### config.mk
export PLATFORM = sky130hd
export DESIGN_NAME = control_sequencer
export DESIGN_NICKNAME = d
export VERILOG_FILES = /design/src/rtl/control_sequencer.sv
export SDC_FILE = /design/constraint.sdc
export NUM_CORES = 1
export LEC_CHECK = 0
export CELL_PAD_IN_SITES_DETAIL_PLACEMENT = 0
export CELL_PAD_IN_SITES_GLOBAL_PLACEMENT = 1
export CORE_MARGIN = 3
export CORE_UTILIZATION = 15
export CTS_CLUSTER_SIZE = 24
export DETAILED_ROUTE_END_ITERATION = 10
export MAX_ROUTING_LAYER = met4
export PLACE_DENSITY_LB_ADDON = 0.1
export SLEW_MARGIN = 20
export SYNTH_ARGS = -nofsm -noshare
export SYNTH_HDL_FRONTEND = slang
export SYNTH_SLANG_ARGS = --single-unit
### constraint.sdc
create_clock -name Clock -period 3.3 [get_ports Clock]
set_input_delay 0.825 -clock Clock [delete_from_list [all_inputs] [get_ports Clock]]
set_output_delay 0.825 -clock Clock [all_outputs]
set_load 0.1 [all_outputs]
### src/rtl/control_sequencer.sv
// Moore control sequencer: fetch (T0-T2) then class-dependent execute (T3-T6).
// Optional multiply/divide support is enabled by defining MULDIV_EN.
module control_sequencer (
    input  logic        Clock,
    input  logic        Clear,
    input  logic [31:0] IR,
    input  logic        Stop,
    output logic        PCout,
    output logic        Zlowout,
    output logic        ZHighout,
    output logic        HIout,
    output logic        LOout,
    output logic        MDRout,
    output logic        MARin,
    output logic        PCin,
    output logic        MDRin,
    output logic        IRin,
    output logic        Yin,
    output logic        ZLowIn,
    output logic        ZHighIn,
    output logic        HIin,
    output logic        LOin,
    output logic        IncPC,
    output logic        Read,
    output logic        Gra,
    output logic        Grb,
    output logic        Grc,
    output logic        Rin,
    output logic        Rout,
    output logic [4:0]  ALU_op,
    output logic        Run
);

    typedef enum logic [3:0] {
        StReset,
        StT0,
        StT1,
        StT2,
        StT3,
        StT4,
        StT5,
        StT6,
        StHalt
    } state_e;

    state_e     state_q, state_d;
    logic [4:0] opcode;
    logic       is_alu;
    logic       is_muldiv;
    logic       is_halt;
    logic       unused_ir;

    assign opcode = IR[31:27];
    // Register fields are decoded in the datapath, not here.
    assign unused_ir = ^IR[26:0];

    assign is_alu  = (opcode[4:3] == 2'b01);
    assign is_halt = (opcode == 5'b11011);
`ifdef MULDIV_EN
    assign is_muldiv = (opcode[4:1] == 4'b1000);
`else
    // mul/div fall through to nop, so the MULDIV-only strobes are never driven.
    assign is_muldiv = 1'b0;
`endif

    always_ff @(posedge Clock) begin
        if (Clear) begin
            state_q <= StReset;
        end else begin
            state_q <= state_d;
        end
    end

    always_comb begin
        state_d  = state_q;
        PCout    = 1'b0;
        Zlowout  = 1'b0;
        ZHighout = 1'b0;
        HIout    = 1'b0;
        LOout    = 1'b0;
        MDRout   = 1'b0;
        MARin    = 1'b0;
        PCin     = 1'b0;
        MDRin    = 1'b0;
        IRin     = 1'b0;
        Yin      = 1'b0;
        ZLowIn   = 1'b0;
        ZHighIn  = 1'b0;
        HIin     = 1'b0;
        LOin     = 1'b0;
        IncPC    = 1'b0;
        Read     = 1'b0;
        Gra      = 1'b0;
        Grb      = 1'b0;
        Grc      = 1'b0;
        Rin      = 1'b0;
        Rout     = 1'b0;
        ALU_op   = 5'b00000;
        Run      = 1'b0;

        unique case (state_q)
            StReset: begin
                state_d = StT0;
            end
            StT0: begin
                Run     = 1'b1;
                PCout   = 1'b1;
                MARin   = 1'b1;
                IncPC   = 1'b1;
                ZLowIn  = 1'b1;
                state_d = Stop ? StHalt : StT1;
            end
            StT1: begin
                Run     = 1'b1;
                Zlowout = 1'b1;
                PCin    = 1'b1;
                Read    = 1'b1;
                MDRin   = 1'b1;
                state_d = StT2;
            end
            StT2: begin
                Run     = 1'b1;
                MDRout  = 1'b1;
                IRin    = 1'b1;
                state_d = StT3;
            end
            StT3: begin
                Run = 1'b1;
                if (is_alu || is_muldiv) begin
                    Grb     = 1'b1;
                    Rout    = 1'b1;
                    Yin     = 1'b1;
                    state_d = StT4;
                end else if (is_halt) begin
                    state_d = StHalt;
                end else begin
                    state_d = StT0;
                end
            end
            StT4: begin
                Run     = 1'b1;
                Grc     = 1'b1;
                Rout    = 1'b1;
                ZLowIn  = 1'b1;
                ZHighIn = is_muldiv;
                ALU_op  = opcode;
                state_d = StT5;
            end
            StT5: begin
                Run     = 1'b1;
                Zlowout = 1'b1;
                if (is_muldiv) begin
                    LOin    = 1'b1;
                    state_d = StT6;
                end else begin
                    Gra     = 1'b1;
                    Rin     = 1'b1;
                    state_d = StT0;
                end
            end
            StT6: begin
                Run      = 1'b1;
                ZHighout = is_muldiv;
                HIin     = is_muldiv;
                state_d  = StT0;
            end
            StHalt: begin
                state_d = StHalt;
            end
            default: begin
                state_d = StReset;
            end
        endcase
    end

endmodule

==> results of run 1 <==
-- layout by cell type (no fill, tap or decap), drive strengths merged --
master         netlist  final
nor4bb               1      1
nor2b                2      2
clkdlybuf4s50        0      7
a21oi                4      4
nand2                2      2
o31a                 1      1
xor2                 1      1
conb                 1      6
dfxtp                4      4
clkbuf               0      3
a21boi               1      1
nor2                 4      4
buf                 17     22
a211oi               1      1
a31o                 1      1
or3                  1      1
nor3                 4      4
nand2b               3      3
inv                  1      1
and2                 4      4
nor4b                3      3
and4b                1      1
nand3                1      1
and3                 1      1
-- final cells by class --
class                   instances  share of cell area
well taps                      31             0.04984
repair buffers                 29              0.4309
multi-input cells              42              0.3826
inverters                       1            0.004823
flip-flops and latches          4              0.1029
clock buffers                   3             0.02894
-- critical path, stage by stage --
cell and delay (ns):
clkdlybuf4s50_1 0.46, inv_1 0.13, a21oi_1 0.09, nor4b_2 0.34
buf_12 0.22
-- routing by layer --
metal	GRT usage	share of wire	vias to the layer above
met5	-	0	-
met4	0.03636	0	0
met3	0.01048	0.10	0
met2	0.1031	0.46	34
met1	0.09259	0.44	201
li1	-	-	223
-- how the worst max path moves through the flow --
stage	start	end	slack [ns]	depth (start not counted)
final	IR[31]	Rout	0.40	5
after global routing	IR[31]	Rout	0.35	5
after CTS	IR[31]	Rout	0.38	5
after detailed placement	IR[31]	Rout	0.39	5
after global placement	IR[31]	Rout	0.40	5
after floorplan	IR[31]	Rout	-0.19	3
-- power by group --
group	total [uW]	switching (uW)	internal [uW]	leakage (uW)
combinational	200	157	43.4	0.000290
sequential	67.4	14.8	52.6	0.0000328
clock	59.6	19.0	40.6	0.0000138
-- metrics by stage --
stage / hold slack [ns] / setup slack (ns) / setup TNS, ns / util / std cells
2_1_floorplan: 0.5651 / -0.1941 / -0.1941 / - / 64
3_3_place_gp: 0.6779 / 0.3961 / 0 / 0.2649 / 107
3_5_place_dp: 0.6784 / 0.3873 / 0 / 0.2649 / 107
4_1_cts: 0.6815 / 0.3843 / 0 / 0.2728 / 110
5_1_grt: 0.6950 / 0.3501 / 0 / 0.2728 / 110
6_report: 0.6711 / 0.3987 / 0 / 0.2728 / 110
-- cell families (layout without fill, tap and decap cells) --
| group | Yosys count | in the layout |
|---|---|---|
| buffers and inverters | 18 | 33 |
| and+or+nand+nor | 27 | 27 |
| AOI/OAI and AO/OA | 8 | 8 |
| DFF | 4 | 4 |
| xor gates and xnor gates | 1 | 1 |
| other | 1 | 6 |
==> flow_summary_export.csv, run 1 <==
group,metric,value,unit
run_status,status,"completed",
critical_path,required,2.47,ns
global_route,grt_pass1_vias,451,
min_path,whs_endpoint,"state_q[0]$_SDFF_PP0_",
timing,final-hold-violation-count,0,
placed_design,hpwlAfterDp,995.3,um
timing,finalSetupViolCount,0,
logic_synthesis,synthTopCellsByArea,"buf_4 23%, dfxtp_1 17%, and2_1 5.4%, buf_6 4.9%, nor3_1 4.3%",
die,die_h,61.56,um
timing,worstMarginPinSlew,0.5906,ns
cells_and_area,max_flop_register,"state_q",
min_path,hp-class,"reg2reg",
cells_and_area,antenna_cells,0,
clock_network,clockBufferDepth,2,
pwr,total_power,327.2,uW
cells_and_area,syn2layout_area_growth,68.11,%
clock_network,cts-resized-gates,0,
cells_and_area,regArea,80.08,sq um
logic_synthesis,muxShareOfSynthArea,0,
logic_synthesis,synth_common_cells,"14 x buf_4, 4 x and2_1, 4 x dfxtp_1, 4 x nor2_1, 4 x nor3_1",
global_route,track_usage,0.07043,
cells_and_area,largest_register_ffs,4,
logic_synthesis,synthCells,59,
routing,drt_iter0_markers,26,
min_path,hold_depth,2,
die,die_w,61.56,um
global_route,grt-ovfl-total,0,
global_route,grt_max_degree,14,
logic_synthesis,synth_flop_cell,"dfxtp_1",
logic_synthesis,yosys.area_share.adder,0,
pwr,pwr_density_cell,420.4,nW/um^2
timing,rsz0062_at_grt,"false",
logic_synthesis,synth_compound_area_frac,0.1297,
logic_synthesis,avgSynthCellArea,7.847,sq um
placed_design,port_buffers,29,
die,core,2853,sq um
clock_network,cts.reportedPaths.clkPinSlew,0.04,ns
logic_synthesis,yosysTopAreaCell,"buf_4",
die,row_count,19,
clock_network,ctsHoldBuffers,0,
run,drv_cap,0,
clock_network,postCtsSetupRepairBufs,0,
global_route,grt_first_pass_wirelength,1925,um
critical_path,arrival,2.08,ns
critical_path,worstReg2RegEnd,"state_q[1]$_SDFF_PP0_",
die,die-area,3789,sq um
logic_synthesis,syn_area,462.9,sq um
logic_synthesis,synth.most_common_cell,"buf_4",
critical_path,end_kind,"output port",
critical_path,r2r-start,"state_q[3]$_SDFF_PP0_",
logic_synthesis,yosys_register_bits,4,
clock_network,cts_buffers,3,
placed_design,place_area,755.7,sq um
timing,relSlewSlack,0.6058,
clock_network,cts_max_level,1,
timing,fmax,344.7,MHz
timing,slew_violations,0,
routing,vias,458,
routing,wl,1285,um
cells_and_area,multi_input_area,297.8,sq um
logic_synthesis,synth_xor_area_frac,0.01892,
logic_synthesis,synth_edf_count,0,
clock_network,cts_tree,"built",
die,initial_core_util,0.1623,
critical_path,critPathKind,"in2out",
logic_synthesis,synthSimpleGateAreaFrac,0.3757,
logic_synthesis,synth_top_family_by_area,"simple AND/OR/NAND/NOR gates",
die,num_io_pins,63,
critical_path,rrSetupSlack,1.84,ns
cells_and_area,largest_registers,"state_q x4",
critical_path,reg2reg_depth,3,
cells_and_area,layout.nets,116,
routing,drc_errors,0,
critical_path,cp_max_fo,4,
cells_and_area,drive_above_1_share,0.4430,
clock_network,clk_latency,0.23,ns
clock_network,cts.sinks,4,
routing,wl_per_cell,11.68,um
global_route,grt_antenna_before_repair,0,
timing,post-route-min-period,2.901,ns
pwr,leakage,0.0003367,uW
routing,drt.antenna.violating_nets,0,
routing,dr.pass1.iters,4,
logic_synthesis,yosysSeqAreaShare,0.1730,
critical_path,start_kind,"primary input",
cells_and_area,nFillCells,309,
logic_synthesis,yosysWarnings,0,
logic_synthesis,synth_top_cell_area_share,0.2270,
timing,clock_skew,0.0009780,ns
logic_synthesis,async_reset_ff_frac,0,
clock_network,root_buffer,"clkbuf_4",
cells_and_area,design_area,778.2,sq um
routing,vias_per_cell,4.164,
logic_synthesis,ys_types,26,
timing,min_period_over_period,0.8792,
min_path,min_from,"state_q[1]$_SDFF_PP0_",
pwr,ir_drop,0.0001322,V
placed_design,gp_congestion,0.7274,
Note: power is estimated with default switching activity, not from simulation.
==> run 2: changes to the inputs <==
--- a/config.mk
+++ b/config.mk
@@ -11,6 +11,7 @@
 export CORE_UTILIZATION = 15
 export CTS_CLUSTER_SIZE = 24
 export DETAILED_ROUTE_END_ITERATION = 10
+export GPL_TIMING_DRIVEN = 0
 export MAX_ROUTING_LAYER = met4
 export PLACE_DENSITY_LB_ADDON = 0.1
 export SLEW_MARGIN = 20
==> run 2 against run 1 <==
Against the previous run: global-route usage up 0.58 points; register-to-register slack improved by 0.19 ns; sequential power decreased by 18%; core utilization rose by 2.8 points; worst setup slack lost 0.35 ns; sequential cell count unchanged; hold slack worse by 0.062 ns; critical path depth is 1 lower; fmax is 11% lower; non-clock buffer count rose by 17.
==> flow_summary_export.csv, run 2 (synthesis results as in run 1) <==
group,metric,value,unit
routing,dr.pass1.iters,5,
cells_and_area,final_cell_mix,"21 x clkdlybuf4s50_1, 14 x buf_4, 6 x conb_1",
cells_and_area,final_common_cell,"clkdlybuf4s50_1",
timing,slew_violations,0,
routing,wl,1333,um
pwr,ir_drop,0.0001343,V
placed_design,hpwlAfterDp,1061,um
critical_path,cpPeakStageDelay,0.82,ns
global_route,groute.layer.met2.usage,0.1061,
timing,relSlewSlack,0.3491,
timing,min_period_over_period,0.9859,
cells_and_area,max_flop_register,"state_q",
clock_network,cts_tree,"built",
clock_network,root_buffer,"clkbuf_4",
clock_network,cts_buffers,3,
die,row_count,19,
global_route,track_usage,0.07622,
critical_path,end_kind,"output port",
cells_and_area,drive_above_1_share,0.3438,
cells_and_area,antenna_cells,0,
clock_network,clockBufferDepth,2,
routing,wl_per_cell,10.50,um
cells_and_area,final_cells,127,
critical_path,crit_family,"buffers and inverters",
timing,rsz0062_at_grt,"false",
routing,drt_iter0_markers,16,
routing,vias_per_cell,3.913,
global_route,grt_pass1_vias,455,
timing,post-route-min-period,3.254,ns
clock_network,cts.sinks,4,
die,num_io_pins,63,
global_route,met3_usage,0.01887,
die,die_h,61.56,um
pwr,power_switching,193.2,uW
global_route,grt-ovfl-total,0,
routing,drt.antenna.violating_nets,0,
global_route,grt_max_degree,11,
pwr,leakage,0.0003891,uW
routing,vias,497,
clock_network,ctsHoldBuffers,0,
global_route,grt_antenna_before_repair,0,
placed_design,dpl.cell_count,124,
cells_and_area,syn2layout_area_growth,85.41,%
timing,finalSetupViolCount,0,
timing,worstMarginPinSlew,0.9734,ns
placed_design,port_buffers,29,
critical_path,required,2.47,ns
timing,whs,0.6086,ns
die,die_w,61.56,um
cells_and_area,largest_register_ffs,4,
pwr,p_sw_frac,0.5515,
cells_and_area,layout.nets,133,
timing,setup_ws,0.04650,ns
timing,fmax,307.4,MHz
cells_and_area,largest_registers,"state_q x4",
critical_path,start_kind,"primary input",
pwr,pwr-share-seq,0.158,
critical_path,crit_buf_inv,3,
clock_network,postCtsSetupRepairBufs,0,
global_route,grtUsageMet1,0.09789,
cells_and_area,final_core_util,0.3009,
pwr,pwr_density_cell,408.3,nW/um^2
run,drv_cap,0,
routing,drc_errors,0,
critical_path,cp_slowest_cell,"clkdlybuf4s15_1",
clock_network,clk_latency,0.23,ns
global_route,grt_first_pass_wirelength,2007,um
critical_path,critPathKind,"in2out",
min_path,hp-class,"reg2reg",
clock_network,cts_max_level,1,
pwr,p_int,157.2,uW
global_route,busiest_layer,"met2",
timing,fin_tns_setup,0,ns
die,core,2853,sq um
die,die-area,3789,sq um
run_status,status,"completed",
placed_design,pre_cts_slack,-0.4222,ns
die,initial_core_util,0.1623,
placed_design,gp_congestion,0.7082,
pwr,p_comb_frac,0.672,
critical_path,arrival,2.43,ns
clock_network,cts.reportedPaths.clkPinSlew,0.04,ns
timing,clock_skew,0.002485,ns
timing,final-hold-violation-count,0,
pwr,clkPwrFrac,0.170,
critical_path,crit_chain,"clkdlybuf4s50_1 -> inv_1 -> and3_1 -> clkdlybuf4s15_1",
critical_path,cp_max_fo,4,
-- run 2: timing repair --
| item | CTS | global route |
|---|---|---|
| gates cloned | 0 | 0 |
| gates resized for setup | 13 | 3 |
| endpoints found under the setup margin | 8 | 2 |
-- run 2: worst paths after layout --
path / cells past startpoint / start / slack, ns / to
max: 4 / IR[31] / 0.05 / Grb
min: 3 / state_q[1]$_SDFF_PP0_ / 0.61 / state_q[0]$_SDFF_PP0_
max reg2reg: 4 / state_q[3]$_SDFF_PP0_ / 2.03 / state_q[3]$_SDFF_PP0_
min reg2reg: 3 / state_q[1]$_SDFF_PP0_ / 0.61 / state_q[0]$_SDFF_PP0_
-- run 2: per-stage QoR --
step           area, sq um  power, uW
6_report             858.3      350.4
3_3_place_gp         843.3      293.7
3_5_place_dp         843.3      293.8
5_1_grt              858.3      368.5
2_1_floorplan        514.2      248.8
4_1_cts              862.1      356.5
-- run 2: layout make-up --
type	instances	area (sq um)
plain buffers	17	132.6
clock buffers	3	22.52
fillers	314	1994
inverters	1	3.754
multi-input cells	42	297.8
flip-flops and latches	4	80.08
well taps	31	38.79
repair buffers	29	282.8
-- run 2: worst register-to-register path: stages, from the launching register on --
cell and delay, ns:
dfxtp_1 0.34, buf_2 0.21, nor4b_1 0.35, nand3_1 0.17, a21boi_2 0.14
-- run 2: routing by layer --
metal / share of wire / vias up
met4: 0 / 0
li1: - / 260
met3: 0.071 / 0
met2: 0.48 / 27
met5: 0 / -
met1: 0.45 / 210
-- run 2: power groups by stage --
stage / combinational [uW] / sequential, uW / clock [uW]
after detailed placement: 238 / 56.3 / 0
after CTS: 238 / 55.5 / 63.4
final: 235 / 55.4 / 59.6
after global routing: 246 / 55.8 / 66.8
after floorplan: 193 / 55.9 / 0
after global placement: 237 / 56.3 / 0
==> run 3: changes to the inputs <==
==> config.mk (replaced) <==
export PLATFORM = sky130hd
export DESIGN_NAME = control_sequencer
export DESIGN_NICKNAME = d
export VERILOG_FILES = /design/src/rtl/control_sequencer.sv
export SDC_FILE = /design/constraint.sdc
export NUM_CORES = 1
export LEC_CHECK = 0
export CORE_UTILIZATION = 26
export CTS_CLUSTER_SIZE = 24
export DETAILED_ROUTE_END_ITERATION = 10
export GPL_TIMING_DRIVEN = 0
export MAX_ROUTING_LAYER = met4
export PLACE_DENSITY = 0.85
export SLEW_MARGIN = 20
export SYNTH_ARGS = -nofsm -noshare
export SYNTH_HDL_FRONTEND = slang
export SYNTH_SLANG_ARGS = --single-unit
==> run 3 against run 2 <==
Against the previous run: the run now ends with DRC left; sequential power barely moved; sequential share of layout area is 0.28 points higher; routed wire length decreased by 16%; clock power is 2% lower; register-to-register slack got worse by 0.03 ns; worst setup slack improved by 0.0088 ns; final cell count down 12%.
==> flow_summary_export.csv, run 3 (synthesis results as in run 1) <==
group,metric,value,unit
critical_path,required,2.47,ns
critical_path,critPathKind,"in2out",
critical_path,start_kind,"primary input",
timing,slew_violations,0,
run_status,failed_checks,"DRC",
placed_design,pre_cts_slack,-0.3817,ns
pwr,power_switching,191.6,uW
timing,setup_ws,0.05529,ns
min_path,min_from,"state_q[1]$_SDFF_PP0_",
pwr,clkPwrFrac,0.168,
cells_and_area,layout.nets,133,
global_route,grt_antenna_before_repair,0,
timing,relSlewSlack,0.3497,
timing,final-hold-violation-count,0,
routing,dr.pass1.iters,7,
cells_and_area,final_common_cell,"clkdlybuf4s50_1",
timing,whs,0.6072,ns
die,row_count,14,
critical_path,end_kind,"output port",
routing,wl,1115,um
critical_path,r2r-start,"state_q[3]$_SDFF_PP0_",
clock_network,root_buffer,"clkbuf_4",
routing,vias_per_cell,4.580,
timing,min_period_over_period,0.9832,
critical_path,rrSetupSlack,2.00,ns
die,core,1577,sq um
cells_and_area,drive_above_1_share,0.3438,
clock_network,cts_buffers,3,
pwr,ir_drop,0.0001697,V
timing,finalSetupViolCount,0,
timing,post-route-min-period,3.245,ns
timing,clock_skew,0.001423,ns
placed_design,port_buffers,29,
critical_path,arrival,2.42,ns
critical_path,cp_max_fo,4,
cells_and_area,antenna_cells,0,
cells_and_area,largest_register_ffs,4,
global_route,grt_first_pass_wirelength,1725,um
cells_and_area,largest_registers,"state_q x4",
global_route,grt_pass1_vias,438,
pwr,p_comb_frac,0.673,
placed_design,dpl.cell_count,109,
routing,vias,513,
pwr,pwr-share-seq,0.159,
clock_network,clk_latency,0.23,ns
routing,drt_iter0_markers,12,
placed_design,hpwlAfterDp,903,um
run,drv_cap,0,
pwr,leakage,0.0003901,uW
die,num_io_pins,63,
critical_path,startpoint,"IR[31]",
die,die_w,44.20,um
cells_and_area,final_core_util,0.5286,
global_route,grt_max_degree,11,
cells_and_area,final_cell_mix,"21 x clkdlybuf4s50_1, 14 x buf_4, 6 x conb_1",
routing,wl_per_cell,9.955,um
min_path,hp-class,"reg2reg",
pwr,total_power,348.7,uW
run_status,status,"finished with violations",
pwr,pwr_density_cell,418.4,nW/um^2
cells_and_area,final_cells,112,
die,initial_core_util,0.2937,
die,die-area,1953,sq um
cells_and_area,syn2layout_area_growth,80.00,%
clock_network,cts.reportedPaths.clkPinSlew,0.04,ns
routing,drt.antenna.violating_nets,0,
clock_network,clockBufferDepth,2,
routing,drc_errors,4,
global_route,grt-ovfl-total,0,
die,die_h,44.20,um
clock_network,cts.sinks,4,
placed_design,gp_congestion,0.8255,
clock_network,cts_tree,"built",
global_route,track_usage,0.1205,
pwr,p_sw_frac,0.5494,
timing,fmax,308.2,MHz
pwr,p_int,157.1,uW
cells_and_area,max_flop_register,"state_q",
clock_network,cts_max_level,1,
timing,rsz0062_at_grt,"false",
timing,worstMarginPinSlew,0.9724,ns
-- run 3: cell count changes in the layout (fill, tap and decap cells not counted), sizes merged --
cell and delta:
clkbuf +1, clkdlybuf4s15 -1
-- run 3: per-stage QoR --
stage | cell area [sq um] | TNS, ns
2_1_floorplan | 514.2 | -0.1941
3_3_place_gp | 824.5 | -1.478
3_5_place_dp | 824.5 | -1.589
4_1_cts | 840.8 | -0.06504
5_1_grt | 833.3 | 0
6_report | 833.3 | 0
-- run 3: area by class of cell --
cell class                      count  area [sq um]
Buffer                             17         132.6
Clock buffer                        3         22.52
Fill cell                         149         743.2
Inverter                            1         3.754
Multi-Input combinational cell     42         297.8
Sequential cell                     4         80.08
Tap cell                           16         20.02
Timing Repair Buffer               29         276.5
-- run 3: power groups by stage --
stage	clock network [uW]	logic, uW	registers, uW
final	58.5	235	55.5
after global routing	65.8	243	56.1
after CTS	60.8	235	55.6
after detailed placement	0	235	56.4
after global placement	0	233	56.1
after floorplan	0	193	55.9
-- run 3: path summary, 6_finish.rpt --
check | endpoint | depth (start not counted)
setup / recovery | Grb | 4
hold / removal | state_q[0]$_SDFF_PP0_ | 3
setup reg to reg | state_q[3]$_SDFF_PP0_ | 4
hold reg to reg | state_q[0]$_SDFF_PP0_ | 3
-- run 3: repair_timing --
action,in CTS,in global routing
resized for setup,11,5
setup endpoints to repair,8,3
buffers inserted,0,0
hold buffers,0,0
-- run 3: routing by layer --
layer,GRT usage,up-vias,part of all wire
met4,0.05455,0,0
li1,-,261,-
met5,-,-,0
met3,0.01224,0,0.072
met1,0.1485,228,0.43
met2,0.1971,24,0.50
-- run 3: worst max-delay path, cell delays in order --
cell and delay, ns:
clkdlybuf4s50_1 0.46, inv_1 0.12, and3_1 0.19, clkdlybuf4s15_1 0.83
